--- src/rtl/jump_link_unit.sv ---
// Multi-lane jump/link resolver: picks the oldest jump, registers redirect and link, masks a wrong-path shadow.
// Optional return-address stack is built when JLU_RAS_EN is defined.

module jump_link_lane #(
    parameter int PC_WIDTH   = 32,
    parameter int JUMP_WIDTH = 26
) (
    input  logic [1:0]            op,
    input  logic [PC_WIDTH-1:0]   pc,
    input  logic [JUMP_WIDTH-1:0] jaddr,
    input  logic [PC_WIDTH-1:0]   rs_val,
    output logic [PC_WIDTH-1:0]   target,
    output logic [PC_WIDTH-1:0]   link,
    output logic                  misalign
);
    always_comb begin
        target = pc;
        target[JUMP_WIDTH+1:0] = {jaddr, 2'b00};
        if (op[1]) target = rs_val;
    end

    assign link     = pc + PC_WIDTH'(4);
    assign misalign = op[1] & (|rs_val[1:0]);
endmodule

module jump_link_unit #(
    parameter int PC_WIDTH      = 32,
    parameter int JUMP_WIDTH    = 26,
    parameter int LANES         = 2,
    parameter int LANE_W        = 1,
    parameter int SHADOW_CYCLES = 1,
    parameter int RAS_DEPTH     = 8
) (
    input  logic                        jl_i_clk,
    input  logic                        jl_i_rst,
    input  logic [LANES-1:0]            jl_i_valid,
    input  logic [2*LANES-1:0]          jl_i_op,
    input  logic [PC_WIDTH*LANES-1:0]   jl_i_pc,
    input  logic [JUMP_WIDTH*LANES-1:0] jl_i_jaddr,
    input  logic [PC_WIDTH*LANES-1:0]   jl_i_rs_val,
    input  logic [LANES-1:0]            jl_i_rs_is_ra,
    input  logic                        jl_i_stall,
    input  logic                        jl_i_flush,
    output logic                        jl_o_change_pc,
    output logic [PC_WIDTH-1:0]         jl_o_pc,
    output logic [PC_WIDTH-1:0]         jl_o_ra,
    output logic                        jl_o_link_we,
    output logic [LANE_W-1:0]           jl_o_lane,
    output logic [LANES-1:0]            jl_o_squash,
    output logic                        jl_o_misalign,
    output logic                        jl_o_busy,
    output logic                        jl_o_ras_miss,
    output logic [PC_WIDTH-1:0]         jl_o_ras_top
);
    localparam int CNT_W = 3;

    typedef enum logic {IDLE = 1'b0, SHADOW = 1'b1} state_t;

    logic [LANES-1:0][1:0]          op_arr;
    logic [LANES-1:0][PC_WIDTH-1:0] lane_target;
    logic [LANES-1:0][PC_WIDTH-1:0] lane_link;
    logic [LANES-1:0]               lane_misalign;

    assign op_arr = jl_i_op;

    for (genvar k = 0; k < LANES; k++) begin : g_lane
        jump_link_lane #(
            .PC_WIDTH  (PC_WIDTH),
            .JUMP_WIDTH(JUMP_WIDTH)
        ) u_lane (
            .op      (op_arr[k]),
            .pc      (jl_i_pc[k*PC_WIDTH +: PC_WIDTH]),
            .jaddr   (jl_i_jaddr[k*JUMP_WIDTH +: JUMP_WIDTH]),
            .rs_val  (jl_i_rs_val[k*PC_WIDTH +: PC_WIDTH]),
            .target  (lane_target[k]),
            .link    (lane_link[k]),
            .misalign(lane_misalign[k])
        );
    end

    // Oldest lane wins: scan from the youngest so the lowest index overrides.
    logic [LANE_W-1:0] win_lane;
    logic [1:0]        win_op;
    logic              accept;
    state_t            state_q, state_d;

    always_comb begin
        win_lane = '0;
        for (int k = LANES - 1; k >= 0; k--) begin
            if (jl_i_valid[k]) win_lane = LANE_W'(k);
        end
    end

    assign win_op = op_arr[win_lane];
    assign accept = (|jl_i_valid) && (state_q == IDLE) && !jl_i_stall && !jl_i_flush;

    logic [CNT_W-1:0]    cnt_q, cnt_d;
    logic                change_pc_q, change_pc_d;
    logic [PC_WIDTH-1:0] pc_q, pc_d;
    logic [PC_WIDTH-1:0] ra_q, ra_d;
    logic                link_we_q, link_we_d;
    logic [LANE_W-1:0]   lane_q, lane_d;
    logic [LANES-1:0]    squash_q, squash_d;
    logic                misalign_q, misalign_d;
    logic                busy_q, busy_d;

    always_comb begin
        state_d     = state_q;
        cnt_d       = cnt_q;
        change_pc_d = accept;
        link_we_d   = accept & win_op[0];
        misalign_d  = accept & lane_misalign[win_lane];
        pc_d        = accept ? lane_target[win_lane] : pc_q;
        ra_d        = accept ? lane_link[win_lane] : ra_q;
        lane_d      = accept ? win_lane : lane_q;
        // busy reports the shadow cycle just consumed, so it trails the input mask by one cycle.
        busy_d      = (state_q == SHADOW) && !jl_i_flush;
        for (int k = 0; k < LANES; k++) begin
            squash_d[k] = accept && (k > int'(win_lane));
        end

        case (state_q)
            IDLE: begin
                if (accept && SHADOW_CYCLES > 0) begin
                    state_d = SHADOW;
                    cnt_d   = CNT_W'(SHADOW_CYCLES);
                end
            end
            SHADOW: begin
                if (jl_i_flush) begin
                    state_d = IDLE;
                    cnt_d   = '0;
                end else if (!jl_i_stall) begin
                    if (cnt_q <= CNT_W'(1)) begin
                        state_d = IDLE;
                        cnt_d   = '0;
                    end else begin
                        cnt_d = cnt_q - CNT_W'(1);
                    end
                end
            end
            default: begin
                state_d = IDLE;
                cnt_d   = '0;
            end
        endcase
    end

    always_ff @(posedge jl_i_clk) begin
        if (jl_i_rst) begin
            state_q     <= IDLE;
            cnt_q       <= '0;
            change_pc_q <= 1'b0;
            pc_q        <= '0;
            ra_q        <= '0;
            link_we_q   <= 1'b0;
            lane_q      <= '0;
            squash_q    <= '0;
            misalign_q  <= 1'b0;
            busy_q      <= 1'b0;
        end else begin
            state_q     <= state_d;
            cnt_q       <= cnt_d;
            change_pc_q <= change_pc_d;
            pc_q        <= pc_d;
            ra_q        <= ra_d;
            link_we_q   <= link_we_d;
            lane_q      <= lane_d;
            squash_q    <= squash_d;
            misalign_q  <= misalign_d;
            busy_q      <= busy_d;
        end
    end

    assign jl_o_change_pc = change_pc_q;
    assign jl_o_pc        = pc_q;
    assign jl_o_ra        = ra_q;
    assign jl_o_link_we   = link_we_q;
    assign jl_o_lane      = lane_q;
    assign jl_o_squash    = squash_q;
    assign jl_o_misalign  = misalign_q;
    assign jl_o_busy      = busy_q;

`ifdef JLU_RAS_EN
    localparam int RAS_AW = $clog2(RAS_DEPTH);

    logic [PC_WIDTH-1:0] ras_mem_q [RAS_DEPTH];
    logic [RAS_AW-1:0]   ras_ptr_q, ras_ptr_d;
    logic [RAS_AW:0]     ras_cnt_q, ras_cnt_d;
    logic                ras_miss_q, ras_miss_d;
    logic [PC_WIDTH-1:0] ras_top_q, ras_top_d;
    logic                ras_we;
    logic [RAS_AW-1:0]   ras_widx, ras_pop_idx, ras_rd_idx;
    logic [PC_WIDTH-1:0] ras_wdata;
    logic                do_pop, do_push;

    // ras_ptr_q is the next write slot; the top lives one below it.
    always_comb begin
        do_push     = accept && win_op[0];
        do_pop      = accept && win_op[1] && jl_i_rs_is_ra[win_lane];
        ras_ptr_d   = ras_ptr_q;
        ras_cnt_d   = ras_cnt_q;
        ras_miss_d  = 1'b0;
        ras_we      = 1'b0;
        ras_widx    = ras_ptr_q;
        ras_wdata   = lane_link[win_lane];
        ras_pop_idx = ras_ptr_q - RAS_AW'(1);

        if (do_pop) begin
            if (ras_cnt_q == '0) begin
                ras_miss_d = 1'b1;
            end else begin
                // JR/JALR target is the unmodified rs value.
                ras_miss_d = (ras_mem_q[ras_pop_idx] != lane_target[win_lane]);
                ras_ptr_d  = ras_pop_idx;
                ras_cnt_d  = ras_cnt_q - (RAS_AW+1)'(1);
            end
        end
        if (do_push) begin
            ras_we    = 1'b1;
            ras_widx  = ras_ptr_d;
            ras_ptr_d = ras_ptr_d + RAS_AW'(1);
            if (ras_cnt_d != (RAS_AW+1)'(RAS_DEPTH)) ras_cnt_d = ras_cnt_d + (RAS_AW+1)'(1);
        end

        ras_rd_idx = ras_ptr_d - RAS_AW'(1);
        if (ras_cnt_d == '0)  ras_top_d = '0;
        else if (ras_we)      ras_top_d = ras_wdata;
        else                  ras_top_d = ras_mem_q[ras_rd_idx];
    end

    always_ff @(posedge jl_i_clk) begin
        if (jl_i_rst) begin
            ras_ptr_q  <= '0;
            ras_cnt_q  <= '0;
            ras_miss_q <= 1'b0;
            ras_top_q  <= '0;
        end else begin
            ras_ptr_q  <= ras_ptr_d;
            ras_cnt_q  <= ras_cnt_d;
            ras_miss_q <= ras_miss_d;
            ras_top_q  <= ras_top_d;
            if (ras_we) ras_mem_q[ras_widx] <= ras_wdata;
        end
    end

    assign jl_o_ras_miss = ras_miss_q;
    assign jl_o_ras_top  = ras_top_q;
`else
    logic unused_ras;
    assign unused_ras    = (^jl_i_rs_is_ra) ^ (RAS_DEPTH > 0);
    assign jl_o_ras_miss = 1'b0;
    assign jl_o_ras_top  = '0;
`endif
endmodule

--- config.mk ---
export PLATFORM = sky130hd
export DESIGN_NAME = jump_link_unit
export DESIGN_NICKNAME = d
export VERILOG_FILES = /design/src/rtl/jump_link_unit.sv
export SDC_FILE = /design/constraint.sdc
export NUM_CORES = 1
export LEC_CHECK = 0
export CAP_MARGIN = 30
export CORE_MARGIN = 2
export CORE_UTILIZATION = 42
export CTS_CLUSTER_SIZE = 16
export DETAILED_ROUTE_END_ITERATION = 16
export GPL_TIMING_DRIVEN = 0
export HOLD_SLACK_MARGIN = 0.12
export PLACE_DENSITY = 0.93
export SYNTH_ARGS = -nofsm -noshare
export SYNTH_HDL_FRONTEND = slang
export SYNTH_SLANG_ARGS = --single-unit
--- constraint.sdc ---
create_clock -name jl_i_clk -period 7.5 [get_ports jl_i_clk]
set_input_delay 1.5 -clock jl_i_clk [delete_from_list [all_inputs] [get_ports jl_i_clk]]
set_output_delay 1.5 -clock jl_i_clk [all_outputs]
set_load 0.1 [all_outputs]
* Word-level counts from Yosys, hierarchy flattened
Index checks and enable logic that the tools add are counted.
Operators by class: mux-type cells 22, reductions and logical operators 11, eq/ne operators 2, bitwise logic cells 5, magnitude comparators 3, $add $sub $neg 3
Operator list (count):
- 32-bit 2-to-1 mux | 6
- 32-bit by 3-bit adder with 32-bit output, second input constant | 2
- 3-bit 2-to-1 mux | 4
- 1-bit 2-to-1 mux | 10
- 3-bit case mux with 2 select lines | 1
- 2-bit OR reduction | 3
- 1-bit logical AND | 5
- 1-bit bitwise AND | 4
- 3-bit by 1-bit <= comparator with 1-bit output, second input constant | 1
- 3-bit inequality test, second input constant | 1
- 3-bit by 1-bit subtractor with 3-bit output, second input constant | 1
- 1-bit logical NOT | 2
- 1-bit by 2-bit < comparator with 1-bit output, second input constant | 1
- 2-bit inequality test, second input constant | 1
- 1-bit case mux with 2 select lines | 1
- 2-bit AND reduction | 1
- 1-bit greater-than comparator, first input constant | 1
- 1-bit inverter | 1
Word-level totals: bits of input ports 192, output and inout bits 104, logic and storage cells 57, bits in registers 75

* Depth between registers and ports, before layout
Gate-level depths: netlist of run 1.
depth after elaboration 6, depth in mapped cells 12, depth with buffers taken out 8

* By module
A second synthesis of run 1 with hierarchy kept.
Unflattened totals: cells, all modules 621, area total of the unflattened synthesis 5784.3 µm²
Modules (own cells, without submodules):
- jump_link_unit | instances 1, seq. area each 1481.4 µm², area each 3887.5 µm², cells each 383
- jump_link_lane | instances 2, seq. area each 0.0 µm², area each 948.4 µm², cells each 119

* Least setup slack after synthesis of run 1
No wires, ideal clock.
path kind input port to flip-flop, start point in jl_i_valid[0], end point reg ra_q[24], in the netlist jl_o_ra[24], library setup time 119 ps, cell stages on the path 12, arrival time 3974 ps, slack 3407 ps, required time 7381 ps, path buffers 4, path through and2b_1 -> buf_6 -> buf_2 -> buf_4 -> buf_2 -> nand2_1 -> nand2_1 -> ha_1 -> nand2_2 -> nor4_4 -> or4b_1 -> a32o_1
On the way: longest elaborated chain between the ends 4, elaborated cells on any way between the ends 7, classes of those cells mux: 3; reduce/logical: 4
RTL lines:
- start, declared | line 36 | input logic [LANES-1:0] jl_i_valid,
- 2-bit OR reduction | line 95 | assign accept = (|jl_i_valid) && (state_q == IDLE) && !jl_i_stall && !jl_i_flush;
- 1-bit logical AND (3 in a row) | line 95
- end signal, assigned | line 166 | ra_q <= ra_d;
- end, declared | line 100 | logic [PC_WIDTH-1:0] ra_q, ra_d;
Parallel ways exist; a longest one is shown, timed or not. The select of a mux whose other input is x is not followed. A chain may end at the register's enable or synchronous reset.

* Final worst setup path of run 1
Same ends and word-level chain as after synthesis.

==> run_results.csv, run 1 <==
group,metric,value,unit
outcome,status,"completed",
synth,syn_area_per_cell,7.99,um^2
pwr,leakage,3.30,nW
sta,final.setup.tns,0,ps
floorplan,fp-row-count,40,
floorplan,io_pins,296,
synth,yosysMostFrequentCell,"nand2_1",
global_route,grt_pass1_wl,32.3,mm
placement,dp_hpwl,16.9,mm
setup_path,r2r_end,"jl_o_pc[14]",
setup_path,cp.arrival,5080,ps
drt,wl_per_cell,19.8,um
layout,instances_no_fill,1101,
pwr,max-vdd-ir-drop,101,uV
synth,syn_inst,646,
sta,min_period,4840,ps
min_path,min_path_type,"reg2reg",
global_route,antenna_found_initial,0,
synth,synth_async_sr_flop_share,0,
min_path,hold_path_end,"jl_o_ra[9]",
sta,worst_slack,2660,ps
placement,place_congestion,0.936,
drt,dr_total_vias,6310,
synth,synth_seq_cells,74,
layout,n_fill_cell,921,
sta,worst_pin_slew,1050,ps
floorplan,start_util,0.429,
setup_path,path_class,"in2reg",
floorplan,fp.dieArea,13200,um^2
synth,synth_top_area_cell,"dfxtp_1",
global_route,grt_pass1_vias,6153,
sta,skew,4.47,ps
synth,synthesis.area,5160,um^2
drt,ant_nets,0,
sta,rsz0062_at_grt,"no",
floorplan,die_h,115,um
synth,yosysUniqueCellTypes,65,
floorplan,core,12000,um^2
sta,slew_violations,0,
setup_path,crit_chain,"clkdlybuf4s50_1 -> and2b_1 -> buf_6 -> buf_2 -> buf_4 -> buf_2 -> nand2_1 -> nand2_1 -> ha_1 -> nand2_2 -> nor4_4 -> or4b_1 -> a32o_1",
placement,io_buffers,259,
floorplan,dieWidth,115,um
placement,post-place-ws,2380,ps
setup_path,cp-start-kind,"input pin",
layout,antenna_cells,0,
clocking,cts_buffers,9,
setup_path,crit_path_top_delay_cell,"or4b_1",
sta,relSlewSlack,0.295,
min_path,min-delay-start,"jl_o_ra[9]",
synth,yosysWarnings,0,
sta,timing.final.hold_violations,0,
synth,synth_top_area_frac,0.287,
sta,post-route-period-util,0.646,
drt,finalWirelength,21.8,mm
setup_path,startpoint,"jl_i_valid[0]",
global_route,grt_start_max_net_pins,15,
layout,synthToLayoutAreaGrowth,62.6,%
setup_path,crit_fanout,10,
clocking,cts_hold_buffers,0,
clocking,clk_pin_slew,60,ps
drt,drc_errors,0,
setup_path,rrSetupSlack,5130,ps
clocking,post_cts_resized,0,
synth,synth_top_cells_by_area,"dfxtp_1 (29%), mux2i_1 (11%), a211oi_1 (8.0%)",
global_route,grt-ovfl-total,0,
pwr,power_density,173,nW/um^2
clocking,clk_path_buf_depth,2,
synth,yosys-top-cells-count,"nand2_1 (88), dfxtp_1 (74), mux2i_1 (59), a211oi_1 (55), a21oi_1 (45)",
job,cap_viol_max_count,0,
drt,firstDrtPassIters,7,
synth,seq_area_frac_synth,0.287,
setup_path,reg2reg_depth,5,
sta,max_freq,207,MHz
clocking,cts_tree,"done",
layout,nNetsFinal,1144,
sta,setup_viol,0,
setup_path,cp.required,7730,ps
clocking,post_cts_buffers,0,
placement,dpl.cell_count,1085,
clocking,cts_max_level,3,
setup_path,cpPeakStageDelay,470,ps
clocking,cts_num_sinks,74,
clocking,clock_latency,340,ps
setup_path,reg2reg_from,"state_q",
global_route,grtUsageTotal,0.317,
min_path,holdPathStages,2,
drt,via_per_inst,5.73,
layout,drive_above_1_share,0.0881,
clocking,cts_root_buf,"clkbuf_16",
synth,synth_flop_cell,"dfxtp_1",
synth,synth_edf_count,0,
setup_path,critical_path.endpoint_type,"flip-flop",
drt,drt-initial-drc-count,584,
[kinds of logic (layout without fill, tap and decap cells)]
group,Yosys count,after routing,share of synthesized area
adder cells (fa/ha/maj),3,3,0.00728
flip-flops,74,74,0.287
multiplexers,70,70,0.143
other,1,34,0.000727
AND/OR/NAND/NOR,247,247,0.246
AO/OA/AOI/OAI,152,152,0.201
XOR/XNOR,12,12,0.0204
buffers and inverters,87,362,0.0948
[cells in the final DEF (no fill, tap or decap), types with 4 or more instances in the layout]
cell type / n
clkdlybuf4s50_1: 259
clkbuf_1: 28
a211oi_1: 55
conb_1: 34
nor2b_1: 26
xnor2_1: 7
clkbuf_16: 9
dfxtp_1: 74
nand3b_1: 4
xor2_1: 5
inv_1: 6
mux2_2: 6
buf_2: 7
o21ai_0: 17
buf_1: 7
nand4_1: 11
o22ai_1: 4
mux2i_1: 59
buf_4: 35
a311o_1: 4
nor2_1: 36
and3_1: 17
a21oi_1: 45
or3_1: 4
nand2_1: 88
nand3_1: 29
nor3_1: 10
[worst max path at each step]
stage / endpoint / slack, ps / cells after the start
finish: jl_o_ra[24] / 2660 / 13
global route: jl_o_ra[28] / 2490 / 13
CTS: jl_o_ra[24] / 2700 / 13
detailed placement: jl_o_ra[24] / 2380 / 13
global placement: jl_o_ra[24] / 2420 / 13
floorplan: jl_o_ra[24] / 3410 / 12
[routing by layer]
layer  GRT usage  up-vias  part of all wire  routed length [um]
li1            -     2895                 -                   -
met1       0.370     2909              0.38                8290
met2       0.540      411              0.47               10300
met3      0.0569       95             0.092                2010
met4       0.193        0             0.054                1180
met5           0        -                 0                   0
[state kept, by name, summed over array words and instances (netlist names)]
signal,cells
jl_o_change_pc,1
jl_o_busy,1
jl_o_squash,1
jl_o_pc,32
jl_o_link_we,1
cnt_q,3
jl_o_lane,1
jl_o_ra,32
jl_o_misalign,1
state_q,1
[worst max-delay path: cells and delay by family]
kind / cells / cell delay, ps
adders and majority gates: 1 / 280
buffers and inverters: 5 / 1580
and+or+nand+nor: 6 / 1450
AOI/OAI and AO/OA: 1 / 250
[stage by stage]
stage                     total power [mW]  cell area [um^2]   util  hold slack, ps
final                                 1.45              8390  0.698             454
after global routing                  1.49              8390  0.698             470
after CTS                             1.45              8390  0.698             455
after detailed placement             0.974              8060  0.671             447
after global placement               0.968              8060  0.671             438
after floorplan                      0.782              5280      -             445
[where the power goes]
part	internal [mW]	total, mW	switching, mW	leakage (nW)
clock network	0.294	0.479	0.185	0.150
logic	0.190	0.549	0.359	2.55
registers	0.413	0.424	0.0111	0.603
[layout make-up]
class                      instances  area (um^2)  area share
timing repair buffer             259         2590       0.309
multi-input combinational        518         3310       0.395
clock inverter                     7          103      0.0122
sequential                        74         1480       0.177
inverter                           7         26.3     0.00313
clock buffer                       9          225      0.0269
buffer                            80          463      0.0552
tap                              147          184      0.0219
No activity file was read; power rests on OpenSTA's default activity.
==> run 2, diff against run 1 <==
CORE_ASPECT_RATIO = 1.5   (was not set)
CORE_UTILIZATION = 35   (was 42)
PLACE_DENSITY = 0.84   (was 0.93)
clock period = 4.4 ns   (was 7.5 ns; I/O delays follow)
==> run_results.csv, run 2 (same netlist as run 1, synthesis figures left out) <==
group,metric,value,unit
global_route,grt_pass1_wl,32.6,mm
layout,drive_above_1_share,0.0870,
floorplan,dieWidth,103,um
layout,antenna_cells,0,
global_route,antenna_found_initial,0,
placement,io_buffers,259,
floorplan,die_h,153,um
sta,final.setup.tns,0,ps
placement,place_congestion,0.953,
sta,post-route-period-util,0.943,
setup_path,cp.arrival,4380,ps
setup_path,crit_chain,"clkdlybuf4s50_1 -> nand2b_1 -> buf_6 -> buf_2 -> buf_2 -> buf_2 -> nand2_1 -> nand2_1 -> ha_1 -> nand2_2 -> nor4_4 -> or4b_1 -> a32o_1",
clocking,cts_tree,"done",
setup_path,cpMostUsedCell,"buf_2",
job,cap_viol_max_count,0,
floorplan,fp-row-count,54,
sta,relSlewSlack,0.278,
sta,max_freq,241,MHz
global_route,grtUsageTotal,0.271,
sta,setup_viol,0,
drt,via_per_inst,5.31,
sta,slew_violations,0,
setup_path,cp_top_family,"buffers and inverters",
global_route,grt-ovfl-total,0,
pwr,total_power,2.33,mW
setup_path,cp.required,4630,ps
floorplan,start_util,0.357,
outcome,status,"completed",
setup_path,cpPeakStageDelay,490,ps
sta,rsz0062_at_grt,"no",
layout,finish.instance_area,8460,um^2
setup_path,crit_fanout,10,
drt,wl_per_cell,19.2,um
placement,dp_hpwl,17.6,mm
layout,synthToLayoutAreaGrowth,64.0,%
setup_path,critical_path.endpoint_type,"flip-flop",
drt,drc_errors,0,
global_route,grt_pass1_vias,6085,
floorplan,io_pins,296,
clocking,clk_pin_slew,60,ps
setup_path,cp_num_buf_inv,5,
min_path,min_path_type,"reg2reg",
sta,min_period,4150,ps
clocking,clk_path_buf_depth,2,
sta,skew,6.39,ps
layout,n_fill_cell,1349,
clocking,cts_max_level,3,
drt,dr_total_vias,6107,
pwr,power_density,275,nW/um^2
drt,finalWirelength,22.1,mm
setup_path,cp-start-kind,"input pin",
pwr,leakage,3.31,nW
clocking,cts_root_buf,"clkbuf_16",
floorplan,core,14500,um^2
clocking,cts_buffers,9,
layout,final_common_cell,"clkdlybuf4s50_1",
layout,layout_common_cells,"clkdlybuf4s50_1 (259), nand2_1 (88), dfxtp_1 (74)",
clocking,cts_hold_buffers,0,
clocking,cts_num_sinks,74,
sta,worst_pin_slew,1080,ps
global_route,grt_start_max_net_pins,12,
drt,drt-initial-drc-count,371,
layout,fin_util,0.585,
clocking,clock_latency,330,ps
drt,ant_nets,0,
pwr,max-vdd-ir-drop,146,uV
drt,firstDrtPassIters,5,
layout,nNetsFinal,1146,
setup_path,crit_path_top_delay_cell,"clkdlybuf4s50_1",
placement,placed_area,8200,um^2
floorplan,fp.dieArea,15700,um^2
sta,timing.final.hold_violations,0,
setup_path,path_class,"in2reg",
run 2: final timing paths:
| path | start | to | slack (ps) | cells after the start |
|---|---|---|---|---|
| setup / recovery | jl_i_valid[0] | jl_o_ra[24] | 250 | 13 |
| hold / removal | jl_o_lane | jl_o_lane | 450 | 2 |
| setup reg to reg | state_q | jl_o_pc[20] | 1990 | 5 |
| hold reg to reg | jl_o_lane | jl_o_lane | 450 | 2 |
run 2: metrics by stage:
stage | cells | hold slack, ps | setup slack (ps)
final | 1150 | 453 | 251
after global routing | 1150 | 473 | 59.5
after CTS | 1151 | 451 | 54.0
after detailed placement | 1137 | 445 | -276
after global placement | 1134 | 438 | -274
after floorplan | 679 | 445 | 927
run 2: report_power, final:
group / total, mW / switching [mW] / internal, mW
clock: 0.665 / 0.276 / 0.389
combinational: 0.943 / 0.611 / 0.332
sequential: 0.722 / 0.0183 / 0.704
total: 2.33 / 0.905 / 1.42
run 2: tightest hold or removal path: stages (launching register included):
cell and delay, ps:
dfxtp_1 310, nand2_1 50, a21oi_1 50
run 2: area by class of cell:
cell class | count | area, um^2 | share of cell area
plain buffers | 79 | 458 | 0.0541
clock buffers | 11 | 243 | 0.0287
clock inverters | 3 | 17.5 | 0.00207
inverters | 7 | 26.3 | 0.00311
multi-input cells | 518 | 3310 | 0.392
flip-flops and latches | 74 | 1480 | 0.175
well taps | 196 | 245 | 0.0290
repair buffers | 262 | 2680 | 0.316
run 2: layer usage:
layer | vias to the layer above | global-route usage | routed length, um
li1 | 2888 | - | -
met1 | 2817 | 0.280 | 7990
met2 | 339 | 0.501 | 11300
met3 | 63 | 0.0596 | 1940
met4 | 0 | 0.123 | 892
met5 | - | 0 | 0
run 2: repair_timing:
action	4_1_cts	5_1_grt
buffers inserted	0	0
setup endpoints to repair	0	2
resized for setup	0	0
==> run 3, diff against run 2 <==
--- a/constraint.sdc
+++ b/constraint.sdc
@@ -3,2 +3,2 @@
 set_output_delay 0.88 -clock jl_i_clk [all_outputs]
-set_load 0.1 [all_outputs]
+set_load 0.005 [all_outputs]
==> run_results.csv, run 3 (same netlist as run 1, synthesis figures left out) <==
group,metric,value,unit
sta,setup_viol,0,
min_path,min-delay-start,"jl_o_ra[10]",
outcome,status,"completed",
pwr,p_sw,556,uW
pwr,pwr-share-clk,0.335,
setup_path,cpMostUsedCell,"buf_2",
floorplan,io_pins,296,
clocking,cts_num_sinks,74,
drt,dr_total_vias,6177,
layout,nNetsFinal,1143,
layout,layout_common_cells,"clkdlybuf4s50_1 (259), nand2_1 (88), dfxtp_1 (74)",
pwr,swShare,0.282,
layout,n_fill_cell,1377,
clocking,cts_root_buf,"clkbuf_16",
drt,drc_errors,0,
global_route,grt_pass1_wl,32.3,mm
setup_path,rrSetupSlack,1990,ps
placement,io_buffers,259,
floorplan,start_util,0.357,
global_route,grtUsageTotal,0.267,
placement,post-place-ws,-273,ps
layout,drive_above_1_share,0.0841,
sta,worst_pin_slew,955,ps
pwr,seqPwrFrac,0.366,
setup_path,cp_num_buf_inv,5,
drt,via_per_inst,5.39,
setup_path,cp-start-kind,"input pin",
setup_path,cpPeakStageDelay,500,ps
sta,max_freq,240,MHz
drt,wl_per_cell,19.4,um
clocking,clk_pin_slew,60,ps
drt,ant_nets,0,
sta,relSlewSlack,0.359,
layout,ff_latch_area,1480,um^2
clocking,clock_latency,330,ps
setup_path,cp.arrival,4380,ps
layout,synthToLayoutAreaGrowth,62.4,%
floorplan,die_h,153,um
setup_path,path_class,"in2reg",
placement,place_congestion,0.953,
clocking,post_cts_resized,0,
global_route,grt-ovfl-total,0,
min_path,hold_path_end,"jl_o_ra[10]",
setup_path,reg2reg_from,"state_q",
clocking,cts_max_level,3,
setup_path,crit_path_top_delay_cell,"clkdlybuf4s50_1",
clocking,cts_buffers,9,
setup_path,crit_fanout,10,
placement,dpl.cell_count,1134,
layout,antenna_cells,0,
floorplan,dieWidth,103,um
clocking,cts_tree,"done",
layout,instances_no_fill,1147,
floorplan,fp.dieArea,15700,um^2
pwr,p_int,1.42,mW
pwr,total_power,1.97,mW
setup_path,cp_top_family,"buffers and inverters",
pwr,leakage,3.28,nW
setup_path,cp.required,4620,ps
drt,finalWirelength,22.2,mm
sta,worst_slack,242,ps
sta,timing.final.hold_violations,0,
setup_path,r2r_end,"jl_o_pc[20]",
global_route,grt_start_max_net_pins,12,
pwr,p_comb_frac,0.298,
global_route,antenna_found_initial,0,
layout,multiInputGateArea,3310,um^2
clocking,clk_path_buf_depth,2,
layout,final_common_cell,"clkdlybuf4s50_1",
setup_path,reg2reg_depth,5,
pwr,max-vdd-ir-drop,148,uV
clocking,post_cts_buffers,0,
sta,skew,8.52,ps
min_path,holdPathStages,2,
layout,finish.instance_area,8380,um^2
floorplan,core,14500,um^2
placement,placed_area,8120,um^2
sta,slew_violations,0,
pwr,power_density,235,nW/um^2
sta,min_period,4160,ps
floorplan,fp-row-count,54,
drt,firstDrtPassIters,7,
setup_path,crit_chain,"clkdlybuf4s50_1 -> nand2b_1 -> buf_6 -> buf_2 -> buf_2 -> buf_2 -> nand2_1 -> nand2_1 -> ha_1 -> nand2_2 -> nor4_4 -> or4b_1 -> a32o_1",
drt,drt-initial-drc-count,267,
placement,dp_hpwl,17.6,mm
job,cap_viol_max_count,0,
clocking,cts_hold_buffers,0,
global_route,grt_pass1_vias,6134,
sta,post-route-period-util,0.945,
setup_path,critical_path.endpoint_type,"flip-flop",
min_path,min_path_type,"reg2reg",
sta,rsz0062_at_grt,"no",
-- run 3: changes by cell type in the layout (fill, tap and decap cells not counted), sizes merged --
cell  previous run  this run
buf             54        51
-- run 3: final cells by class --
class                   count  area share
clock inverters             3     0.00209
well taps                 196      0.0293
flip-flops and latches     74       0.177
plain buffers              79      0.0547
clock buffers              11      0.0290
inverters                   7     0.00314
multi-input cells         518       0.395
repair buffers            259       0.310
-- run 3: through the flow --
| stage | utilization | hold slack [ps] | setup TNS [ps] |
|---|---|---|---|
| 4_1_cts | 0.580 | 451 | 0 |
| 2_1_floorplan | - | 439 | 0 |
| 3_3_place_gp | 0.562 | 438 | -440 |
| 6_report | 0.579 | 451 | 0 |
| 5_1_grt | 0.579 | 471 | 0 |
| 3_5_place_dp | 0.562 | 443 | -494 |
-- run 3: worst max-delay path by stage --
stage	from	to	slack (ps)	cells after the start
finish	jl_i_valid[0]	jl_o_ra[24]	240	13
global route	jl_i_valid[0]	jl_o_ra[24]	90	13
CTS	jl_i_valid[0]	jl_o_ra[24]	60	13
detailed placement	jl_i_valid[0]	jl_o_ra[24]	-270	13
global placement	jl_i_valid[0]	jl_o_ra[24]	-270	13
floorplan	jl_i_valid[0]	jl_o_ra[24]	930	12
-- run 3: power groups by stage --
stage / Sequential [mW] / Combinational, mW / Clock (mW)
floorplan: 0.737 / 0.248 / 0
global placement: 0.735 / 0.574 / 0
detailed placement: 0.736 / 0.581 / 0
CTS: 0.722 / 0.584 / 0.670
global route: 0.725 / 0.628 / 0.700
finish: 0.722 / 0.588 / 0.661
-- run 3: worst min-delay path, stage by stage, from the launching register on --
cell and delay (ps):
dfxtp_1 310, nand2_1 50, a21oi_1 50
-- run 3: metal layers --
metal,share of wire,vias up,GRT usage
li1,-,2881,-
met1,0.36,2856,0.271
met4,0.044,0,0.135
met5,0,-,0
met3,0.088,71,0.0587
met2,0.51,369,0.493
